==> config.mk <==
export PLATFORM = sky130hd
export DESIGN_NAME = lfsr_gen
export DESIGN_NICKNAME = d
export VERILOG_FILES = /design/src/rtl/lfsr_gen.sv
export SDC_FILE = /design/constraint.sdc
export NUM_CORES = 1
export LEC_CHECK = 0
export ABC_AREA = 1
export CAP_MARGIN = 20
export CORE_UTILIZATION = 45
export CTS_CLUSTER_DIAMETER = 150
export DETAILED_ROUTE_END_ITERATION = 8
export GPL_ROUTABILITY_DRIVEN = 0
export MAX_ROUTING_LAYER = met4
export PLACE_DENSITY_LB_ADDON = 0.1
export SLEW_MARGIN = 20
export SYNTH_ARGS = -nofsm -noshare
export SYNTH_HDL_FRONTEND = slang
export SYNTH_SLANG_ARGS = --single-unit
==> constraint.sdc <==
create_clock -name CLK -period 1.2 [get_ports CLK]
set_input_delay 0.24 -clock CLK [delete_from_list [all_inputs] [get_ports CLK]]
set_output_delay 0.24 -clock CLK [all_outputs]
set_load 0.01 [all_outputs]
==> src/rtl/lfsr_gen.sv <==
// Galois LFSR sequence generator with seed load, zero-seed protection and wrap detection.
// Define LFSR_PERIOD_EN to add the measured-period outputs PERIOD / PERIOD_VALID.
module lfsr_gen #(
  parameter int unsigned           WIDTH = 16,
  parameter logic [WIDTH-1:0]      TAPS  = 16'hB400,
  parameter logic [WIDTH-1:0]      SEED  = 16'hACE1
) (
  input  logic             CLK,
  input  logic             RESET,
  input  logic             EN,
  input  logic             LOAD,
  input  logic [WIDTH-1:0] SEED_IN,
  output logic [WIDTH-1:0] Q,
  output logic             WRAP,
`ifdef LFSR_PERIOD_EN
  output logic             ZERO_ERR,
  output logic [WIDTH-1:0] PERIOD,
  output logic             PERIOD_VALID
`else
  output logic             ZERO_ERR
`endif
);

  if (WIDTH < 3 || WIDTH > 32) begin : g_bad_width
    $fatal(1, "lfsr_gen: WIDTH must be in 3..32");
  end
  if (SEED == '0) begin : g_bad_seed
    $fatal(1, "lfsr_gen: SEED must be nonzero");
  end
  if (TAPS[WIDTH-1] == 1'b0) begin : g_bad_taps
    $fatal(1, "lfsr_gen: TAPS[WIDTH-1] must be set");
  end

  logic [WIDTH-1:0] q_q, q_d;
  logic [WIDTH-1:0] ref_q, ref_d;
  logic [WIDTH-1:0] cnt_q, cnt_d;
  logic             wrap_q, wrap_d;
  logic             zerr_q, zerr_d;
  logic [WIDTH-1:0] step_val;
  logic [WIDTH-1:0] cnt_inc;

  assign step_val = (q_q >> 1) ^ (q_q[0] ? TAPS : '0);
  assign cnt_inc  = cnt_q + 1'b1;

`ifdef LFSR_PERIOD_EN
  logic [WIDTH-1:0] period_q, period_d;
  logic             pvalid_q, pvalid_d;
`endif

  always_comb begin
    q_d    = q_q;
    ref_d  = ref_q;
    cnt_d  = cnt_q;
    wrap_d = 1'b0;
    zerr_d = zerr_q;
`ifdef LFSR_PERIOD_EN
    period_d = period_q;
    pvalid_d = pvalid_q;
`endif
    if (LOAD) begin
      // A zero seed would lock the register; substitute SEED and flag it.
      if (SEED_IN != '0) begin
        q_d   = SEED_IN;
        ref_d = SEED_IN;
      end else begin
        q_d    = SEED;
        ref_d  = SEED;
        zerr_d = 1'b1;
      end
      cnt_d = '0;
`ifdef LFSR_PERIOD_EN
      pvalid_d = 1'b0;
`endif
    end else if (EN) begin
      q_d = step_val;
      if (step_val == ref_q) begin
        wrap_d = 1'b1;
        cnt_d  = '0;
`ifdef LFSR_PERIOD_EN
        period_d = cnt_inc;
        pvalid_d = 1'b1;
`endif
      end else begin
        cnt_d = cnt_inc;
      end
    end
  end

  always_ff @(posedge CLK) begin
    if (RESET) begin
      q_q    <= SEED;
      ref_q  <= SEED;
      cnt_q  <= '0;
      wrap_q <= 1'b0;
      zerr_q <= 1'b0;
`ifdef LFSR_PERIOD_EN
      period_q <= '0;
      pvalid_q <= 1'b0;
`endif
    end else begin
      q_q    <= q_d;
      ref_q  <= ref_d;
      cnt_q  <= cnt_d;
      wrap_q <= wrap_d;
      zerr_q <= zerr_d;
`ifdef LFSR_PERIOD_EN
      period_q <= period_d;
      pvalid_q <= pvalid_d;
`endif
    end
  end

  assign Q        = q_q;
  assign WRAP     = wrap_q;
  assign ZERO_ERR = zerr_q;
`ifdef LFSR_PERIOD_EN
  assign PERIOD       = period_q;
  assign PERIOD_VALID = pvalid_q;
`endif

endmodule
==> results.toml, run 1 <==
[worst_setup_path]
reg2reg_depth = 6
cp-start-kind = "flop"
crit_required_ns = 0.96
cp-endpoint = "Q[9]"
path_class = "reg2out"
crit_path_cell_trace = "clkdlybuf4s15_2"
cp_num_buf_inv = 1
cp_data_arrival_time_ns = 0.93
path_delay_family = "flip-flops"
critPathSlowestCell = "dfxtp_2"
cp_slowest_stage_delay_ns = 0.35
cp.depth = 1
critPathMaxFanout = 2
reg2reg_slack_ns = 0.10
cp-end-kind = "primary output"
r2r-start = "Q[0]"
r2r_end = "Q[12]"
critPathLaunch = "Q[9]"

[synth]
synthArstFlopShare = 0
synth_cells = 220
syn_area_per_cell_um2 = 7.42
synth.largest_area_cell = "dfxtp_1"
yosys.area.top_type_share = 0.417
ys_warn_count = 0
synth_seq_area_share = 0.417
ys_types = 24
synth_flop_cell = "dfxtp_1"
yosys_register_bits = 34
synth_edf_count = 0
syn_area_mm2 = 0.00163
syn-num-nets = 240
yosys-top-cells-area = "dfxtp_1 42%, nand2_1 14%, a21oi_1 6.7%, o21ai_0 5.8%, nor2_1 4.8%"

[clocking]
htreeDepth = 2
path_clk_slew_ns = 0.11
numCtsBuffers = 5
cts_tree = "done"
clock-root-buffer = "clkbuf_4"
cts_sinks = 34
clk_latency_ns = 0.35
hold_buffers = 0
clockBufferDepth = 2

[sta]
maxSlewHeadroom = 0.828
fin_crit_sh = 0.972
setup_viol = 0
fmax_mhz = 858
min_period_ns = 1.17
timing.hold.ws_ns = 0.187
rsz0062_at_grt = "no"
clock_skew_ns = 0.0120
tightest_slew_ns = 0.255
drv_slew = 0
hold_viol = 0

[global_routing]
met3_usage = 0.0662
grt_pass1_vias = 1681
antenna_found_initial = 0
grt_overflow = 0
grt_usage = 0.258
grt_max_degree = 11
top_usage_layer = "met2"
grtUsageMet1 = 0.306
grt_pass1_wl_mm = 7.53
gr-usage-met2 = 0.419

[finish]
multi_input_area_um2 = 806
filler_cell_count = 295
fin_nets = 315
utilization = 0.686
drive_above_1_share = 0.264
area_growth_pct = 43.6
seq_area_um2 = 688
diodes = 0

[detailed_routing]
vias_per_cell = 5.06
routed-via-count = 1729
drc = 0
wl_mm = 4.49
drt-wirelength-per-cell_um = 13.1
first_iter_violations = 96
antenna_left = 0
drtPass1Iterations = 4

[floorplanning]
die_area_mm2 = 0.00387
die_h_um = 62.2
ioPinCount = 38
initial_core_util = 0.478
num_rows = 21
core_area_mm2 = 0.00342
die-width_um = 62.2

[power_and_ir_drop]
power.total_mw = 2.54
power_leakage_nw = 1.12
ir_worst_vdd_mv = 0.667
power_density_mw_per_mm2 = 1080

[worst_hold_path]
min_path_type = "in2reg"

[placement]
place_hpwl_mm = 3.43
io_buffers = 37

[job]
drv_cap = 0

[run_status]
status = "complete, no violations"
-- stage by stage --
stage | worst slack (ns) | std cells | cell area [um^2] | TNS, ns
after floorplan | 0.137 | 220 | 1630 | 0
after global placement | -0.321 | 332 | 2290 | -8.19
after detailed placement | -0.361 | 332 | 2290 | -9.19
after CTS | 0.0000161 | 340 | 2340 | 0
after global routing | 0.0000967 | 342 | 2340 | 0
final | 0.0341 | 342 | 2340 | 0
-- state kept, by name, indices dropped and copies added (netlist names) --
name / cells
ref_q: 16
ZERO_ERR: 1
Q: 16
WRAP: 1
-- final cells by class --
class / instances / share of cell area
Timing Repair Buffer: 78 / 0.279
Clock buffer: 7 / 0.0235
Clock inverter: 1 / 0.00213
Sequential cell: 34 / 0.293
Inverter: 21 / 0.0336
Multi-Input combinational cell: 155 / 0.344
Tap cell: 46 / 0.0245
-- layer usage --
metal / vias up / wire [um]
met3: 9 / 312
met2: 56 / 2120
li1: 868 / -
met5: - / 0
met1: 796 / 1980
met4: 0 / 74
-- cells in the final DEF (no fill, tap or decap), types with 6 or more instances in the layout --
master           instances
nand2_1                 60
buf_4                   39
dfxtp_1                 28
a21oi_1                 22
inv_1                   20
nor2_1                  18
o21ai_0                 18
clkbuf_2                12
clkdlybuf4s50_1         10
nand3_1                  8
dlymetal6s2s_1           8
o2111ai_1                7
dfxtp_2                  6
-- power breakdown --
group,leakage [nW],internal (mW),switching [mW]
logic,0.807,0.298,0.309
registers,0.282,1.21,0.0455
clock network,0.0353,0.284,0.395
total,1.12,1.79,0.750
-- logic make-up after synthesis --
logic type / count (synthesis) / synth area share
buffers and inverters: 31 / 0.0942
xor gates and xnor gates: 10 / 0.0628
and+or+nand+nor: 93 / 0.237
AOI/OAI and AO/OA: 52 / 0.189
DFF: 34 / 0.417
-- synth_stat cells, types with 3 or more instances --
| cell | count |
|---|---|
| o21ai_0 | 19 |
| a21oi_1 | 22 |
| dfxtp_1 | 34 |
| inv_1 | 20 |
| xnor2_1 | 4 |
| nand2_1 | 60 |
| buf_6 | 3 |
| nor2_1 | 21 |
| xor2_1 | 4 |
| o2111ai_1 | 7 |
| nand3_1 | 8 |
| buf_2 | 3 |
| buf_4 | 3 |
-- worst min-delay path by stage --
stage	start	depth (start not counted)	to
after floorplan	SEED_IN[10]	2	ref_q[10]
after global placement	ZERO_ERR	2	ZERO_ERR
after detailed placement	ZERO_ERR	2	ZERO_ERR
after CTS	ZERO_ERR	2	ZERO_ERR
after global routing	SEED_IN[13]	3	ref_q[13]
final	SEED_IN[13]	3	ref_q[13]
-- timing repair --
item / in CTS / in global routing
buffers inserted: 0 / 2
setup endpoints to repair: 19 / 27
gates resized for setup: 31 / 38
pin swaps: 0 / 9
No activity file was read; power rests on OpenSTA's default activity.
==> inputs of run 2 (changes only) <==
--- a/config.mk
+++ b/config.mk
@@ -11,7 +11,7 @@
 export CTS_CLUSTER_DIAMETER = 150
 export DETAILED_ROUTE_END_ITERATION = 8
 export GPL_ROUTABILITY_DRIVEN = 0
-export MAX_ROUTING_LAYER = met4
+export GPL_TIMING_DRIVEN = 0
 export PLACE_DENSITY_LB_ADDON = 0.1
 export SLEW_MARGIN = 20
 export SYNTH_ARGS = -nofsm -noshare
==> run 2 against run 1 <==
  * Via count decreased by 3.4%
  * Clock skew decreased by 0.0033 ns
  * Clock power fell by 13%
  * Critical endpoint is now WRAP
  * Core utilization down 4.1 points
  * Total power fell by 5.2%
  * Wire length is 1.6% higher
  * Die area did not move
  * Register-to-register slack got worse by 0.02 ns
==> results.toml, run 2 (synthesis gave the netlist of run 1 again) <==
[run_status]
status = "complete, no violations"

[floorplanning]
initial_core_util = 0.478
die_area_mm2 = 0.00387
ioPinCount = 38
num_rows = 21
core_area_mm2 = 0.00342
die_h_um = 62.2
die-width_um = 62.2

[placement]
io_buffers = 36
place_hpwl_mm = 3.13

[power_and_ir_drop]
power_density_mw_per_mm2 = 1090
power_leakage_nw = 0.952
ir_worst_vdd_mv = 0.649

[worst_setup_path]
path_class = "reg2out"
cp_num_buf_inv = 1
r2r_end = "Q[12]"
cp-start-kind = "flop"
critPathMaxFanout = 1
cp-end-kind = "primary output"
r2r-start = "Q[0]"
crit_required_ns = 0.96
cp.depth = 1
critPathSlowestCell = "dfxtp_1"
cp_data_arrival_time_ns = 0.92
crit_path_cell_trace = "dlygate4sd2_1"
cp_slowest_stage_delay_ns = 0.31
reg2reg_slack_ns = 0.08
path_delay_family = "flip-flops"
reg2reg_depth = 6

[finish]
fin_nets = 293
utilization = 0.646
drive_above_1_share = 0.234
area_growth_pct = 35.1
filler_cell_count = 317
final_cell_mix = "60 x nand2_1, 22 x a21oi_1, 20 x dfxtp_1"
final_common_cell = "nand2_1"
diodes = 0

[clocking]
clk_latency_ns = 0.34
cts_tree = "done"
cts_sinks = 34
clockBufferDepth = 2
clock-root-buffer = "clkbuf_4"
numCtsBuffers = 5
htreeDepth = 2
path_clk_slew_ns = 0.10

[sta]
fmax_mhz = 862
maxSlewHeadroom = 0.810
timing.hold.ws_ns = 0.211
fin_crit_sh = 0.966
drv_slew = 0
setup_viol = 0
hold_viol = 0
clock_skew_ns = 0.00877
tightest_slew_ns = 0.286
min_period_ns = 1.16

[global_routing]
grt_usage = 0.251
antenna_found_initial = 0
met3_usage = 0.0515
grt_pass1_vias = 1549
top_usage_layer = "met2"
grt_max_degree = 11
grt_pass1_wl_mm = 7.38
grt_overflow = 0
gr-usage-met2 = 0.383
grtUsageMet1 = 0.341

[detailed_routing]
drt-wirelength-per-cell_um = 14.3
vias_per_cell = 5.24
antenna_left = 0
drc = 0
wl_mm = 4.56
drtPass1Iterations = 5
routed-via-count = 1670
first_iter_violations = 153

[job]
drv_cap = 0

[worst_hold_path]
hold_end = "Q[14]"
min_path_type = "in2reg"
hold_depth = 3
hold_path_startpoint = "SEED_IN[14]"
[run 2: cell count changes in the layout (fill, tap and decap cells not counted), moves of 4 or more]
cell / change
buf_4: -28
buf_2: +7
clkdlybuf4s50_1: +5
dfxtp_1: -8
dlymetal6s2s_1: -6
dfxtp_2: +4
dfxtp_4: +4
clkbuf_2: -5
[run 2: final cells by class]
type | count | area, um^2 | share of cell area
Multi-Input combinational cell | 156 | 850 | 0.385
Sequential cell | 34 | 708 | 0.321
Timing Repair Buffer | 45 | 388 | 0.176
Inverter | 21 | 81.3 | 0.0369
Buffer | 10 | 76.3 | 0.0346
Tap cell | 46 | 57.6 | 0.0261
Clock buffer | 7 | 45.0 | 0.0204
[run 2: repair_timing]
item | 4_1_cts | 5_1_grt
endpoints found under the setup margin | 29 | 32
hold endpoints to repair | 0 | 0
gates resized for setup | 59 | 28
hold buffers | 0 | 0
cloned | 2 | 0
buffers inserted | 3 | 5
pin swaps | 1 | 7
[run 2: routing by layer]
layer  share of wire  routed length (um)  vias up
met5               0                   0        -
met4           0.016                  74        0
met3           0.071                 323        8
met2            0.47                2160       66
met1            0.44                2000      764
li1                -                   -      832
[run 2: worst max-delay path by stage]
stage	start	end
6_report	WRAP	WRAP
3_3_place_gp	SEED_IN[15]	ref_q[13]
5_1_grt	SEED_IN[10]	ref_q[13]
2_1_floorplan	Q[0]	Q[12]
4_1_cts	Q[2]	Q[2]
3_5_place_dp	SEED_IN[15]	ref_q[10]
[run 2: power breakdown]
| group | switching (mW) | internal, mW | leakage (nW) |
|---|---|---|---|
| logic | 0.294 | 0.253 | 0.642 |
| registers | 0.0580 | 1.21 | 0.285 |
| clock network | 0.373 | 0.221 | 0.0254 |
[run 2: per-stage QoR]
step	area, um^2	std cells	TNS [ns]	setup WS (ns)	total power [mW]
5_1_grt	2210	319	-0.0480	-0.0163	2.55
2_1_floorplan	1630	220	0	0.137	1.58
3_5_place_dp	2050	302	-9.86	-0.396	1.82
3_3_place_gp	2050	302	-9.67	-0.399	1.81
4_1_cts	2150	314	0	0.00133	2.40
6_report	2210	319	0	0.0403	2.41
==> inputs of run 3 (changes only) <==
--- a/config.mk
+++ b/config.mk
@@ -10,7 +10,6 @@
 export CORE_UTILIZATION = 45
 export CTS_CLUSTER_DIAMETER = 150
 export DETAILED_ROUTE_END_ITERATION = 8
-export GPL_ROUTABILITY_DRIVEN = 0
 export GPL_TIMING_DRIVEN = 0
 export PLACE_DENSITY_LB_ADDON = 0.1
 export SLEW_MARGIN = 20
==> results of run 3 <==
The final DEF is identical to that of run 2; final timing and power are the same.
